`config.mk`:
```
export PLATFORM = sky130hd
export DESIGN_NAME = nco_phase_gen_flat
export DESIGN_NICKNAME = d
export VERILOG_FILES = /design/src/rtl/nco_phase_gen_pkg.sv /design/src/rtl/nco_phase_gen_if.sv /design/src/rtl/nco_phase_gen_lfsr.sv /design/src/rtl/nco_phase_gen.sv /design/src/flat_wrapper.sv
export SDC_FILE = /design/constraint.sdc
export NUM_CORES = 1
export LEC_CHECK = 0
export CORE_MARGIN = 5
export CORE_UTILIZATION = 35
export CTS_BUF_LIST = sky130_fd_sc_hd__clkbuf_8
export CTS_CLUSTER_DIAMETER = 30
export CTS_CLUSTER_SIZE = 8
export DETAILED_ROUTE_END_ITERATION = 6
export GPL_TIMING_DRIVEN = 0
export SLEW_MARGIN = 40
export SYNTH_ARGS = -nofsm -noshare
export SYNTH_HDL_FRONTEND = slang
export SYNTH_HIERARCHICAL = 1
export SYNTH_SLANG_ARGS = --single-unit
```
`constraint.sdc`:
```
create_clock -name clk -period 4.5 [get_ports clk]
set_input_delay 0.9 -clock clk [delete_from_list [all_inputs] [get_ports clk]]
set_output_delay 0.9 -clock clk [all_outputs]
set_load 0.005 [all_outputs]
```
`src/rtl/nco_phase_gen_pkg.sv`:
```
// Shared widths, typedefs and LFSR constants for the NCO phase generator.
package nco_pkg;

  localparam int unsigned ACC_W_DEF    = 32;
  localparam int unsigned ADDR_W_DEF   = 12;
  localparam int unsigned DITHER_W_DEF = 8;

  typedef logic [ACC_W_DEF-1:0]  phase_t;
  typedef logic [ADDR_W_DEF-1:0] addr_t;

  localparam logic [15:0] LFSR_SEED = 16'hACE1;
  // Taps 16,14,13,11 expressed as bit positions 15,13,12,10
  localparam logic [15:0] LFSR_TAPS = 16'hB400;

  function automatic int unsigned quarter(input int unsigned addr_w);
    return 32'd1 << (addr_w - 2);
  endfunction

endpackage

```
`src/rtl/nco_phase_gen_if.sv`:
```
// Tuning-word valid/ready channel into the NCO phase generator.
interface nco_phase_gen_if
  import nco_pkg::*;
#(
  parameter int unsigned ACC_W = ACC_W_DEF
) ();

  logic [ACC_W-1:0] ftw_data;
  logic             ftw_valid;
  logic             ftw_ready;

  modport master (output ftw_data, output ftw_valid, input ftw_ready);
  modport slave  (input ftw_data, input ftw_valid, output ftw_ready);

endinterface

```
`src/rtl/nco_phase_gen_lfsr.sv`:
```
// 16-bit Fibonacci LFSR dither source; only built when NCO_DITHER_EN is defined.
`ifdef NCO_DITHER_EN
module nco_lfsr
  import nco_pkg::*;
#(
  parameter int unsigned OUT_W = DITHER_W_DEF
) (
  input  logic             clk,
  input  logic             rst,
  input  logic             ce,
  output logic [OUT_W-1:0] dither
);

  logic [15:0] state;

  always_ff @(posedge clk) begin
    if (rst) begin
      state <= LFSR_SEED;
    end else if (ce) begin
      state <= {state[14:0], ^(state & LFSR_TAPS)};
    end
  end

  assign dither = state[OUT_W-1:0];

endmodule
`endif

```
`src/rtl/nco_phase_gen.sv`:
```
// Phase-accumulator NCO front end producing cos/sin ROM addresses and valid strobes.
// Define NCO_DITHER_EN to add LFSR dither below the truncation point.
module nco_phase_gen
  import nco_pkg::*;
#(
  parameter int unsigned ACC_W    = ACC_W_DEF,
  parameter int unsigned ADDR_W   = ADDR_W_DEF,
  parameter int unsigned DITHER_W = DITHER_W_DEF
) (
  input  logic              clk,
  input  logic              rst,
  input  logic              ce,
  nco_phase_gen_if.slave    ftw,
  input  logic [ADDR_W-1:0] phase_ofs,
  input  logic              sync_clr,
  output logic [ADDR_W-1:0] cos_addr,
  output logic [ADDR_W-1:0] sin_addr,
  output logic              addr_valid,
  output logic              data_valid
);

  localparam logic [ADDR_W-1:0] QUARTER = ADDR_W'(quarter(ADDR_W));

  logic [ACC_W-1:0]    acc;
  logic [ACC_W-1:0]    ftw_act;
  logic [ACC_W-1:0]    ftw_pend;
  logic                pend;
  logic                take;
  logic [DITHER_W-1:0] dither_lsb;
  logic [ACC_W-1:0]    phase_sum;
  logic [ADDR_W-1:0]   cos_next;

`ifdef NCO_DITHER_EN
  nco_lfsr #(
    .OUT_W (DITHER_W)
  ) u_lfsr (
    .clk    (clk),
    .rst    (rst),
    .ce     (ce),
    .dither (dither_lsb)
  );
`else
  assign dither_lsb = '0;
`endif

  assign ftw.ftw_ready = ~pend & ~rst;
  assign take          = ftw.ftw_valid & ftw.ftw_ready;

  // Address comes from the pre-increment accumulator, offset in table LSBs
  always_comb begin
    phase_sum = acc + {phase_ofs, {(ACC_W-ADDR_W){1'b0}}} + ACC_W'(dither_lsb);
    cos_next  = phase_sum[ACC_W-1 -: ADDR_W];
  end

  always_ff @(posedge clk) begin
    if (rst) begin
      acc        <= '0;
      ftw_act    <= '0;
      ftw_pend   <= '0;
      pend       <= 1'b0;
      cos_addr   <= '0;
      sin_addr   <= '0;
      addr_valid <= 1'b0;
      data_valid <= 1'b0;
    end else begin
      // Apply and capture cannot collide: ready is low whenever pend is set
      if (ce && pend) begin
        ftw_act <= ftw_pend;
        pend    <= 1'b0;
      end
      if (take) begin
        ftw_pend <= ftw.ftw_data;
        pend     <= 1'b1;
      end
      if (sync_clr) begin
        acc <= '0;
      end else if (ce) begin
        acc <= acc + ftw_act;
      end
      if (ce) begin
        cos_addr <= cos_next;
        sin_addr <= cos_next - QUARTER;
      end
      addr_valid <= ce;
      data_valid <= addr_valid;
    end
  end

endmodule
```
`src/flat_wrapper.sv`:
```
// flat-port wrapper written by rule: the top's interface ports become plain ports
module nco_phase_gen_flat import nco_pkg::*;
#(
  parameter int unsigned ACC_W    = ACC_W_DEF,
  parameter int unsigned ADDR_W   = ADDR_W_DEF,
  parameter int unsigned DITHER_W = DITHER_W_DEF
)
  (clk, rst, ce, phase_ofs, sync_clr, cos_addr, sin_addr, addr_valid, data_valid, ftw_ftw_data, ftw_ftw_valid, ftw_ftw_ready);
  nco_phase_gen_if #(.ACC_W(ACC_W)) ftw_i ();
  input  logic clk;
  input  logic rst;
  input  logic ce;
  input  logic [ADDR_W-1:0] phase_ofs;
  input  logic sync_clr;
  output logic [ADDR_W-1:0] cos_addr;
  output logic [ADDR_W-1:0] sin_addr;
  output logic addr_valid;
  output logic data_valid;
  input wire logic [$bits(ftw_i.ftw_data)-1:0] ftw_ftw_data;
  input wire logic [$bits(ftw_i.ftw_valid)-1:0] ftw_ftw_valid;
  output wire logic [$bits(ftw_i.ftw_ready)-1:0] ftw_ftw_ready;
  assign ftw_i.ftw_data = ftw_ftw_data;
  assign ftw_i.ftw_valid = ftw_ftw_valid;
  assign ftw_ftw_ready = ftw_i.ftw_ready;
  nco_phase_gen #(.ACC_W(ACC_W), .ADDR_W(ADDR_W), .DITHER_W(DITHER_W)) u_core (.clk(clk), .rst(rst), .ce(ce), .ftw(ftw_i), .phase_ofs(phase_ofs), .sync_clr(sync_clr), .cos_addr(cos_addr), .sin_addr(sin_addr), .addr_valid(addr_valid), .data_valid(data_valid));
endmodule
```
==> results of run 1 <==
-- Yosys cell counts, types with 9 or more instances --
library cell | instances | area (um^2)
clkbuf_1 | 37 | 139
mux2i_1 | 25 | 250
buf_4 | 10 | 75.1
o21ai_1 | 9 | 45.0
nand2_1 | 135 | 507
nor2_1 | 65 | 244
a21oi_1 | 66 | 330
xor2_1 | 11 | 96.3
xnor2_1 | 19 | 166
o21ai_0 | 40 | 200
nand2b_1 | 35 | 219
nand3_1 | 23 | 115
ha_1 | 42 | 526
dfxtp_1 | 113 | 2260
a21o_1 | 22 | 165
nor3_1 | 11 | 55.1
-- routing by layer --
metal | track usage [%] | vias to the layer above
li1 | - | 2876
met1 | 21.7 | 2470
met2 | 24.7 | 120
met3 | 3.26 | 20
met4 | 6.05 | 0
met5 | 0 | -
-- report_power, final --
part / switching, mW / internal, mW / leakage (nW)
logic: 0.118 / 0.123 / 2.03
registers: 0.0231 / 1.04 / 0.921
clock network: 0.417 / 0.719 / 0.237
-- per-stage QoR --
stage / setup WS (ps) / util (%) / cell area (um^2) / instances / power (mW)
floorplan: 1720 / - / 6240 / 774 / 1.21
global placement: 877 / 41.8 / 7280 / 1074 / 1.32
detailed placement: 873 / 41.8 / 7280 / 1074 / 1.33
CTS: 1340 / 44.5 / 7740 / 1105 / 2.47
global route: 1140 / 44.5 / 7740 / 1105 / 2.54
finish: 1320 / 44.5 / 7740 / 1105 / 2.44
-- cell type report --
| type | count | area (um^2) | area share (%) |
|---|---|---|---|
| plain buffers | 52 | 235 | 3.04 |
| clock inverters | 13 | 218 | 2.81 |
| inverters | 9 | 33.8 | 0.436 |
| well taps | 225 | 282 | 3.64 |
| clock buffers | 18 | 248 | 3.20 |
| repair buffers | 75 | 751 | 9.69 |
| flip-flops and latches | 113 | 2260 | 29.2 |
| multi-input cells | 600 | 3710 | 48.0 |
-- path summary, 6_finish.rpt --
check	start	slack (ps)	cells past startpoint	to
setup / recovery	phase_ofs[0]	1320	12	u_core/sin_addr[11]
hold / removal	u_core/ftw_pend[25]	450	2	u_core/ftw_act[25]
setup reg to reg	u_core/acc[0]	1810	10	u_core/acc[28]
hold reg to reg	u_core/ftw_pend[25]	450	2	u_core/ftw_act[25]
-- sequential cells by signal (all words and copies together) (netlist names) --
register / cells
u_core/ftw_act: 32
u_core/cos_addr: 12
u_core/acc: 32
u_core/data_valid: 1
u_core/ftw_pend: 32
u_core/pend: 1
u_core/addr_valid: 1
u_core/sin_addr: 2
-- tightest hold or removal path: stages, from the launching register on --
cell and delay (ps):
dfxtp_1 310, nand2_1 50, a21oi_1 50
-- cell families after synthesis --
group                      after synthesis  synth area share (%)
AOI/OAI and AO/OA                      190                  19.2
muxes                                   25                  4.01
adders and majority gates               44                  9.06
buffers and inverters                   61                  4.27
and+or+nand+nor                        310                  22.8
xor gates and xnor gates                31                  4.47
DFF                                    113                  36.2
==> results.py, run 1 <==
metrics = {
    "drt": {
        "avgViaCountPerCell": 4.96,
        "drt-total-wl_mm": 16.0,
        "wire_per_inst_um": 14.5,
        "drcViolationCount": 0,
        "firstDrtPassIters": 4,
        "num_vias": 5486,
        "wl_met2_mm": 6.79,
        "wl_met3_um": 784,
        "drt_iter0_markers": 321,
        "antenna_left": 0,
        "routed.top_layer": "met4",
        "route.layer.met1.wl_mm": 8.14,
    },
    "flow_run": {
        "cap_violations": 0,
    },
    "sta": {
        "setup_viol": 0,
        "finClkSkew_ps": 6.89,
        "slew_violations": 0,
        "worst_pin_slew_ps": 733,
        "fmax_ghz": 0.314,
        "holdWs_ps": 449,
        "fin_crit_sh_pct": 70.7,
        "relSlewSlack_pct": 51.1,
        "grt_setup_unrepaired": "no",
        "fin_setup_tns_ps": 0,
        "hold_viol": 0,
        "fin_crit_ps": 3180,
    },
    "outcome": {
        "status": "completed",
    },
    "synthesis": {
        "synth_area_um2": 6240,
        "yosysUniqueCellTypes": 57,
        "syn_inst": 774,
        "ys_seq_elements": 113,
        "synthesis.nets": 867,
        "synth_edf_count": 0,
        "async_flop_share_pct": 0,
        "synth_warnings": 6,
        "ys_seq_area_share_pct": 36.2,
        "avgSynthCellArea_um2": 8.07,
        "synth_ff_type": "dfxtp_1",
    },
    "global_route": {
        "grt_use_total_pct": 15.9,
        "grt.overflow.total": 0,
        "grt_pass1_wl_mm": 26.0,
        "grt_pass1_vias": 5295,
        "grt_max_degree": 17,
        "grt_antenna_before_repair": 0,
    },
    "worst_setup_path": {
        "setup.worst_path.class": "input port to register",
        "crit_path_start_kind": "input port",
        "crit_chain": "clkdlybuf4s50_1 > ha_1 > inv_1 > fa_1 > nor2b_1 > o21ai_1 > a21oi_1 > o21a_1 > o211ai_1 > nand2_1 > nor2_1 > a2111oi_1",
        "cpLargestDelayFamily": "compound AO/OA/AOI/OAI gates",
        "crit_fanout": 3,
        "crit_slowest_cell": "clkdlybuf4s50_1",
        "critPathArrivalTime_ps": 3520,
        "critPathCaptureType": "register",
        "slowest_delay_ps": 470,
        "cp.required_ps": 4840,
        "critPathBufInv": 2,
    },
    "floorplanning": {
        "start_util_pct": 35.8,
        "die_h_um": 144,
        "core_um2": 17400,
        "die-width_um": 144,
        "io_pins": 76,
        "rows": 48,
        "die_area_um2": 20600,
    },
    "final_layout": {
        "drive_above_1_share_pct": 6.36,
        "final_nets": 961,
        "num_antenna_cells": 0,
        "fillers": 1806,
        "area_delta_synth_final_pct": 24.0,
        "final_cell_mix": "135 x nand2_1, 113 x dfxtp_1, 75 x clkdlybuf4s50_1",
        "mostFrequentLayoutCell": "nand2_1",
    },
    "cts": {
        "cts-root-buf": "clkbuf_8",
        "clock_sinks": 113,
        "path_clk_slew_ps": 70,
        "cts_resized": 0,
        "h-tree-depth": 4,
        "cts_made_buffers": 17,
        "cts_setup_buffers": 0,
        "ctsLongestPathBuffers": 2,
        "cts_tree": "built",
        "clock_latency_ps": 440,
        "cts-hold-fix-buffers": 0,
    },
    "power": {
        "power_density_nw_per_um2": 315,
        "power_leakage_nw": 3.19,
        "peakVddDrop_uv": 176,
    },
    "place": {
        "hpwl_mm": 12.2,
        "gp_congestion": 0.882,
        "io_buffers": 75,
    },
    "hold_path": {
        "hp-class": "register to register",
    },
}
Power figures use the tool's default switching activity.
==> run 2, diff against run 1 <==
clock period = 2.7 ns   (was 4.5 ns; I/O delays follow)
==> run 2 against run 1 <==
Register-to-register slack got worse by 1700 ps. Sequential share of layout area fell by 0.28 points. Via count down 0.22%. Combinational power is 69% higher. Power increased by 67%. Critical endpoint unchanged. Highest routed layer unchanged.
==> results.py, run 2 (synthesis results as in run 1) <==
metrics = {
    "outcome": {
        "status": "completed",
    },
    "sta": {
        "finClkSkew_ps": 7.11,
        "relSlewSlack_pct": 49.9,
        "hold_viol": 0,
        "slew_violations": 0,
        "fmax_ghz": 0.382,
        "fin_crit_sh_pct": 96.9,
        "setup_viol": 0,
        "fin_crit_ps": 2620,
        "fin_setup_tns_ps": 0,
        "worst_pin_slew_ps": 751,
    },
    "worst_setup_path": {
        "critPathArrivalTime_ps": 2970,
        "critPathLaunch": "phase_ofs[0]",
        "endpoint": "u_core/sin_addr[11]",
        "r2r_end": "u_core/acc[18]",
        "setup.worst_path.class": "input port to register",
        "crit_fanout": 3,
        "worstReg2RegStart": "u_core/acc[0]",
        "r2r_cells": 10,
        "crit_path_start_kind": "input port",
        "critPathCaptureType": "register",
        "rrSetupSlack_ps": 150,
        "cp.required_ps": 3050,
    },
    "drt": {
        "drcViolationCount": 0,
        "wire_per_inst_um": 14.5,
        "avgViaCountPerCell": 4.93,
        "firstDrtPassIters": 4,
        "drt-total-wl_mm": 16.2,
        "drt_iter0_markers": 311,
        "num_vias": 5474,
        "antenna_left": 0,
    },
    "global_route": {
        "grt.overflow.total": 0,
        "grt_antenna_before_repair": 0,
        "grt_pass1_wl_mm": 26.1,
        "grt_pass1_vias": 5315,
        "grt_max_degree": 17,
        "grt_use_total_pct": 15.9,
    },
    "cts": {
        "h-tree-depth": 4,
        "ctsLongestPathBuffers": 2,
        "clock_sinks": 113,
        "cts_made_buffers": 17,
        "path_clk_slew_ps": 70,
        "clock_latency_ps": 450,
        "cts-root-buf": "clkbuf_8",
        "cts_tree": "built",
    },
    "final_layout": {
        "multiInputGateArea_um2": 3740,
        "largest_registers": "u_core/acc x32, u_core/ftw_act x32, u_core/ftw_pend x32",
        "mostFrequentLayoutCell": "nand2_1",
        "num_antenna_cells": 0,
        "final_nets": 967,
        "area_delta_synth_final_pct": 25.2,
        "final-seq-area_um2": 2260,
        "fillers": 1794,
        "final_cell_mix": "135 x nand2_1, 113 x dfxtp_1, 75 x clkdlybuf4s50_1",
        "postLayoutCellArea_um2": 7820,
        "drive_above_1_share_pct": 7.90,
    },
    "power": {
        "power_leakage_nw": 3.22,
        "power_density_nw_per_um2": 521,
        "peakVddDrop_uv": 297,
    },
    "floorplanning": {
        "rows": 48,
        "start_util_pct": 35.8,
        "die_h_um": 144,
        "die-width_um": 144,
        "die_area_um2": 20600,
        "io_pins": 76,
        "core_um2": 17400,
    },
    "hold_path": {
        "hp-class": "register to register",
    },
    "place": {
        "place_area_um2": 7280,
        "hpwl_mm": 12.2,
        "io_buffers": 75,
        "gp_congestion": 0.882,
    },
    "flow_run": {
        "cap_violations": 0,
    },
}
[run 2: critical path, cell delays in order]
cell and delay, ps:
clkdlybuf4s50_1 470, ha_2 210, inv_1 60, fa_2 340
nor2b_2 140, o21ai_1 100, a21oi_2 200, o21a_1 170
o211ai_1 210, nand2_1 150, nor2_1 70, a2111oi_2 310
[run 2: area by class of cell]
| class | count | area share [%] |
|---|---|---|
| Tap cell | 225 | 3.60 |
| Multi-Input combinational cell | 600 | 47.9 |
| Timing Repair Buffer | 81 | 10.2 |
| Buffer | 52 | 3.01 |
| Clock inverter | 13 | 2.78 |
| Sequential cell | 113 | 28.9 |
| Clock buffer | 18 | 3.17 |
| Inverter | 9 | 0.432 |
[run 2: routing by layer]
layer	up-vias	GRT usage, %	share of wire, %
li1	2892	-	-
met1	2458	21.7	51
met2	99	24.8	43
met3	25	3.26	4.3
met4	0	6.05	1.8
met5	-	0	0
[run 2: per-stage QoR]
| stage | hold slack, ps | util, % | std cells | worst slack [ps] | total power, mW |
|---|---|---|---|---|---|
| 3_5_place_dp | 444 | 41.8 | 1074 | -567 | 2.21 |
| 5_1_grt | 470 | 44.9 | 1111 | -40.7 | 4.24 |
| 4_1_cts | 451 | 44.6 | 1107 | 13.2 | 4.11 |
| 2_1_floorplan | 432 | - | 774 | 276 | 2.01 |
| 3_3_place_gp | 441 | 41.8 | 1074 | -563 | 2.21 |
| 6_report | 449 | 44.9 | 1111 | 83.8 | 4.07 |
[run 2: power by group]
| group | switching [mW] | internal (mW) | leakage, nW |
|---|---|---|---|
| combinational | 0.199 | 0.209 | 2.06 |
| sequential | 0.0388 | 1.73 | 0.921 |
| clock | 0.699 | 1.20 | 0.237 |
| total | 0.937 | 3.14 | 3.22 |
[run 2: timing repair]
| action | in CTS | in global routing |
|---|---|---|
| pin swaps | 2 | 6 |
| buffers inserted | 2 | 4 |
| cloned | 0 | 0 |
| gates resized for setup | 1 | 8 |
| setup endpoints to repair | 1 | 5 |
| hold buffers | 0 | 0 |
[run 2: worst min-delay path by stage]
stage                                    from                  to  depth (start not counted)
after CTS                 u_core/ftw_pend[25]  u_core/ftw_act[25]                          2
after global routing       u_core/ftw_pend[4]   u_core/ftw_act[4]                          2
final                     u_core/ftw_pend[25]  u_core/ftw_act[25]                          2
after global placement    u_core/ftw_pend[21]  u_core/ftw_act[21]                          2
after floorplan            u_core/ftw_pend[0]   u_core/ftw_act[0]                          2
after detailed placement  u_core/ftw_pend[13]  u_core/ftw_act[13]                          2
==> run 3, diff against run 2 <==
ABC_AREA = 1   (was unset)
SETUP_SLACK_MARGIN = 0.15   (was unset)
SLEW_MARGIN = 15   (was 40)
==> run 3 against run 2 <==
Worst hold slack got worse by 30 ps. Clock-buffer cell count unchanged. Global-route usage grew 0.70 points. Core utilization decreased by 2.2 points. Cell count is 33% higher. Die area grew 12%. Sequential share of layout area decreased by 2.5 points. Clock power fell by 11%. Wire length grew 18%. First-iteration DRC count decreased by 20%.
==> results.py, run 3 <==
metrics = {
    "outcome": {
        "status": "completed",
    },
    "synthesis": {
        "synth_area_um2": 7050,
        "synth_most_common_cell": "nand2_1",
        "synth_warnings": 6,
        "yosysUniqueCellTypes": 37,
        "syn_inst": 1104,
        "async_flop_share_pct": 0,
        "ys_seq_area_share_pct": 32.1,
        "synth_edf_count": 0,
        "synth_common_cells": "261 x nand2_1, 204 x inv_1, 120 x nor2_1, 113 x dfxtp_1, 97 x a21oi_1",
        "avgSynthCellArea_um2": 6.38,
        "synth_top_area_share_pct": 32.1,
        "synth_ff_type": "dfxtp_1",
        "ys_seq_elements": 113,
        "synth_top_cell_by_area": "dfxtp_1",
        "synth.top_cells.by_area": "dfxtp_1 32%, nand2_1 14%, inv_1 11%, ha_1 7.5%, a21oi_1 6.9%",
        "synthesis.nets": 1197,
    },
    "cts": {
        "cts_resized": 0,
        "cts-root-buf": "clkbuf_8",
        "cts_setup_buffers": 0,
        "cts-hold-fix-buffers": 0,
        "cts_made_buffers": 17,
        "ctsLongestPathBuffers": 2,
        "h-tree-depth": 4,
        "clock_sinks": 113,
        "clock_latency_ps": 440,
        "cts_tree": "built",
        "path_clk_slew_ps": 70,
    },
    "drt": {
        "firstDrtPassIters": 5,
        "wire_per_inst_um": 12.9,
        "avgViaCountPerCell": 4.51,
        "num_vias": 6674,
        "drt-total-wl_mm": 19.1,
        "antenna_left": 0,
        "drt_iter0_markers": 248,
        "drcViolationCount": 0,
    },
    "final_layout": {
        "num_antenna_cells": 0,
        "final_nets": 1291,
        "drive_above_1_share_pct": 6.94,
        "final_cell_mix": "261 x nand2_1, 206 x inv_1, 120 x nor2_1",
        "final-seq-area_um2": 2260,
        "mostFrequentLayoutCell": "nand2_1",
        "multiInputGateArea_um2": 3760,
        "fillers": 2230,
        "largest_registers": "u_core/acc x32, u_core/ftw_act x32, u_core/ftw_pend x32",
        "area_delta_synth_final_pct": 21.4,
    },
    "global_route": {
        "grt_pass1_vias": 6301,
        "grt_max_degree": 17,
        "grt_antenna_before_repair": 0,
        "grt_pass1_wl_mm": 31.1,
        "grt.overflow.total": 0,
        "grt_use_total_pct": 16.6,
    },
    "power": {
        "power_density_nw_per_um2": 491,
        "total_power_mw": 4.20,
        "p_int_mw": 3.08,
        "combPwrFrac_pct": 15.9,
        "p_seq_share_pct": 43.5,
        "p_sw_mw": 1.12,
        "switching_share_pct": 26.6,
        "peakVddDrop_uv": 264,
        "power.share.clock_pct": 40.6,
        "power_leakage_nw": 4.49,
    },
    "worst_setup_path": {
        "worstReg2RegStart": "u_core/acc[0]",
        "crit_fanout": 5,
        "endpoint": "ftw_ftw_ready",
        "rrSetupSlack_ps": 470,
        "cp.required_ps": 2160,
        "critPathArrivalTime_ps": 1890,
        "setup.worst_path.class": "input port to primary output",
        "critPathLaunch": "rst",
        "r2r_end": "u_core/acc[16]",
        "r2r_cells": 14,
        "critPathCaptureType": "primary output",
        "crit_path_start_kind": "input port",
    },
    "place": {
        "gp_congestion": 0.920,
        "io_buffers": 75,
        "hpwl_mm": 15.3,
    },
    "sta": {
        "setup_viol": 0,
        "fin_setup_tns_ps": 0,
        "grt_setup_unrepaired": "no",
        "finClkSkew_ps": 8.39,
        "worst_pin_slew_ps": 698,
        "fmax_ghz": 0.412,
        "hold_viol": 0,
        "fin_crit_ps": 2430,
        "slew_violations": 0,
        "relSlewSlack_pct": 53.5,
        "fin_crit_sh_pct": 89.8,
    },
    "floorplanning": {
        "rows": 52,
        "start_util_pct": 35.2,
        "die_area_um2": 23100,
        "die_h_um": 152,
        "core_um2": 20000,
        "die-width_um": 152,
        "io_pins": 76,
    },
    "hold_path": {
        "hp-class": "register to register",
    },
    "flow_run": {
        "cap_violations": 0,
    },
}
==> run 3: cell types whose count changed after synthesis, sizes merged, moves of 15 or more <==
| cell | change |
|---|---|
| nand2b | -35 |
| o21ai | +41 |
| nand2 | +144 |
| mux2i | -25 |
| inv | +197 |
| a21o | -20 |
| nor2 | +63 |
| nand3 | +33 |
| xnor2 | -15 |
| a21oi | +31 |
==> run 3: area by class of cell <==
class	instances	share of cell area [%]
clock inverter	13	1.99
clock buffer	18	2.90
buffer	43	2.75
tap	270	3.95
sequential	113	26.4
inverter	209	9.17
multi-input combinational	739	44.0
timing repair buffer	75	8.78
==> run 3: how the worst min path moves through the flow <==
stage | startpoint | slack (ps) | cells past startpoint | endpoint
finish | u_core/addr_valid | 420 | 2 | u_core/data_valid
global route | u_core/addr_valid | 440 | 2 | u_core/data_valid
CTS | u_core/addr_valid | 420 | 2 | u_core/data_valid
detailed placement | u_core/addr_valid | 410 | 2 | u_core/data_valid
global placement | u_core/addr_valid | 410 | 2 | u_core/data_valid
floorplan | u_core/addr_valid | 420 | 2 | u_core/data_valid
==> run 3: cells by family (layout without fill, tap and decap cells) <==
family	Yosys count	in the layout	share of synthesized area, %
xor+xnor	21	21	2.61
compound gates	198	198	14.5
fa+ha+maj	44	44	8.03
simple gates	476	476	28.3
flops	113	113	32.1
buf+inv	252	358	14.5
==> run 3: metal layers <==
| metal | vias to the layer above | global-route usage (%) | wire, um | part of all wire [%] |
|---|---|---|---|---|
| met5 | - | 0 | 0 | 0 |
| met3 | 21 | 3.10 | 828 | 4.3 |
| met1 | 2912 | 22.2 | 9380 | 49 |
| li1 | 3614 | - | - | - |
| met4 | 0 | 5.39 | 304 | 1.6 |
| met2 | 127 | 27.1 | 8560 | 45 |
==> run 3: power by group through the flow <==
stage | clock [mW] | sequential, mW | combinational (mW)
floorplan | 0 | 1.85 | 0.418
global placement | 0 | 1.86 | 0.663
detailed placement | 0 | 1.87 | 0.672
CTS | 1.76 | 1.83 | 0.676
global route | 1.84 | 1.84 | 0.758
finish | 1.70 | 1.83 | 0.670
==> run 3: critical path, cell delays in order <==
cell	delay, ps
clkdlybuf4s50_1	550
nor2_1	240
clkdlybuf4s50_1	550
==> run 3: metrics by stage <==
stage / instances / setup slack (ps) / area [um^2] / utilization (%) / hold slack, ps
final: 1480 / 275 / 8550 / 42.7 / 419
after global routing: 1480 / 194 / 8550 / 42.7 / 443
after CTS: 1480 / 256 / 8550 / 42.7 / 419
after detailed placement: 1449 / 266 / 8140 / 40.6 / 410
after global placement: 1449 / 263 / 8140 / 40.6 / 408
after floorplan: 1104 / 845 / 7050 / - / 420
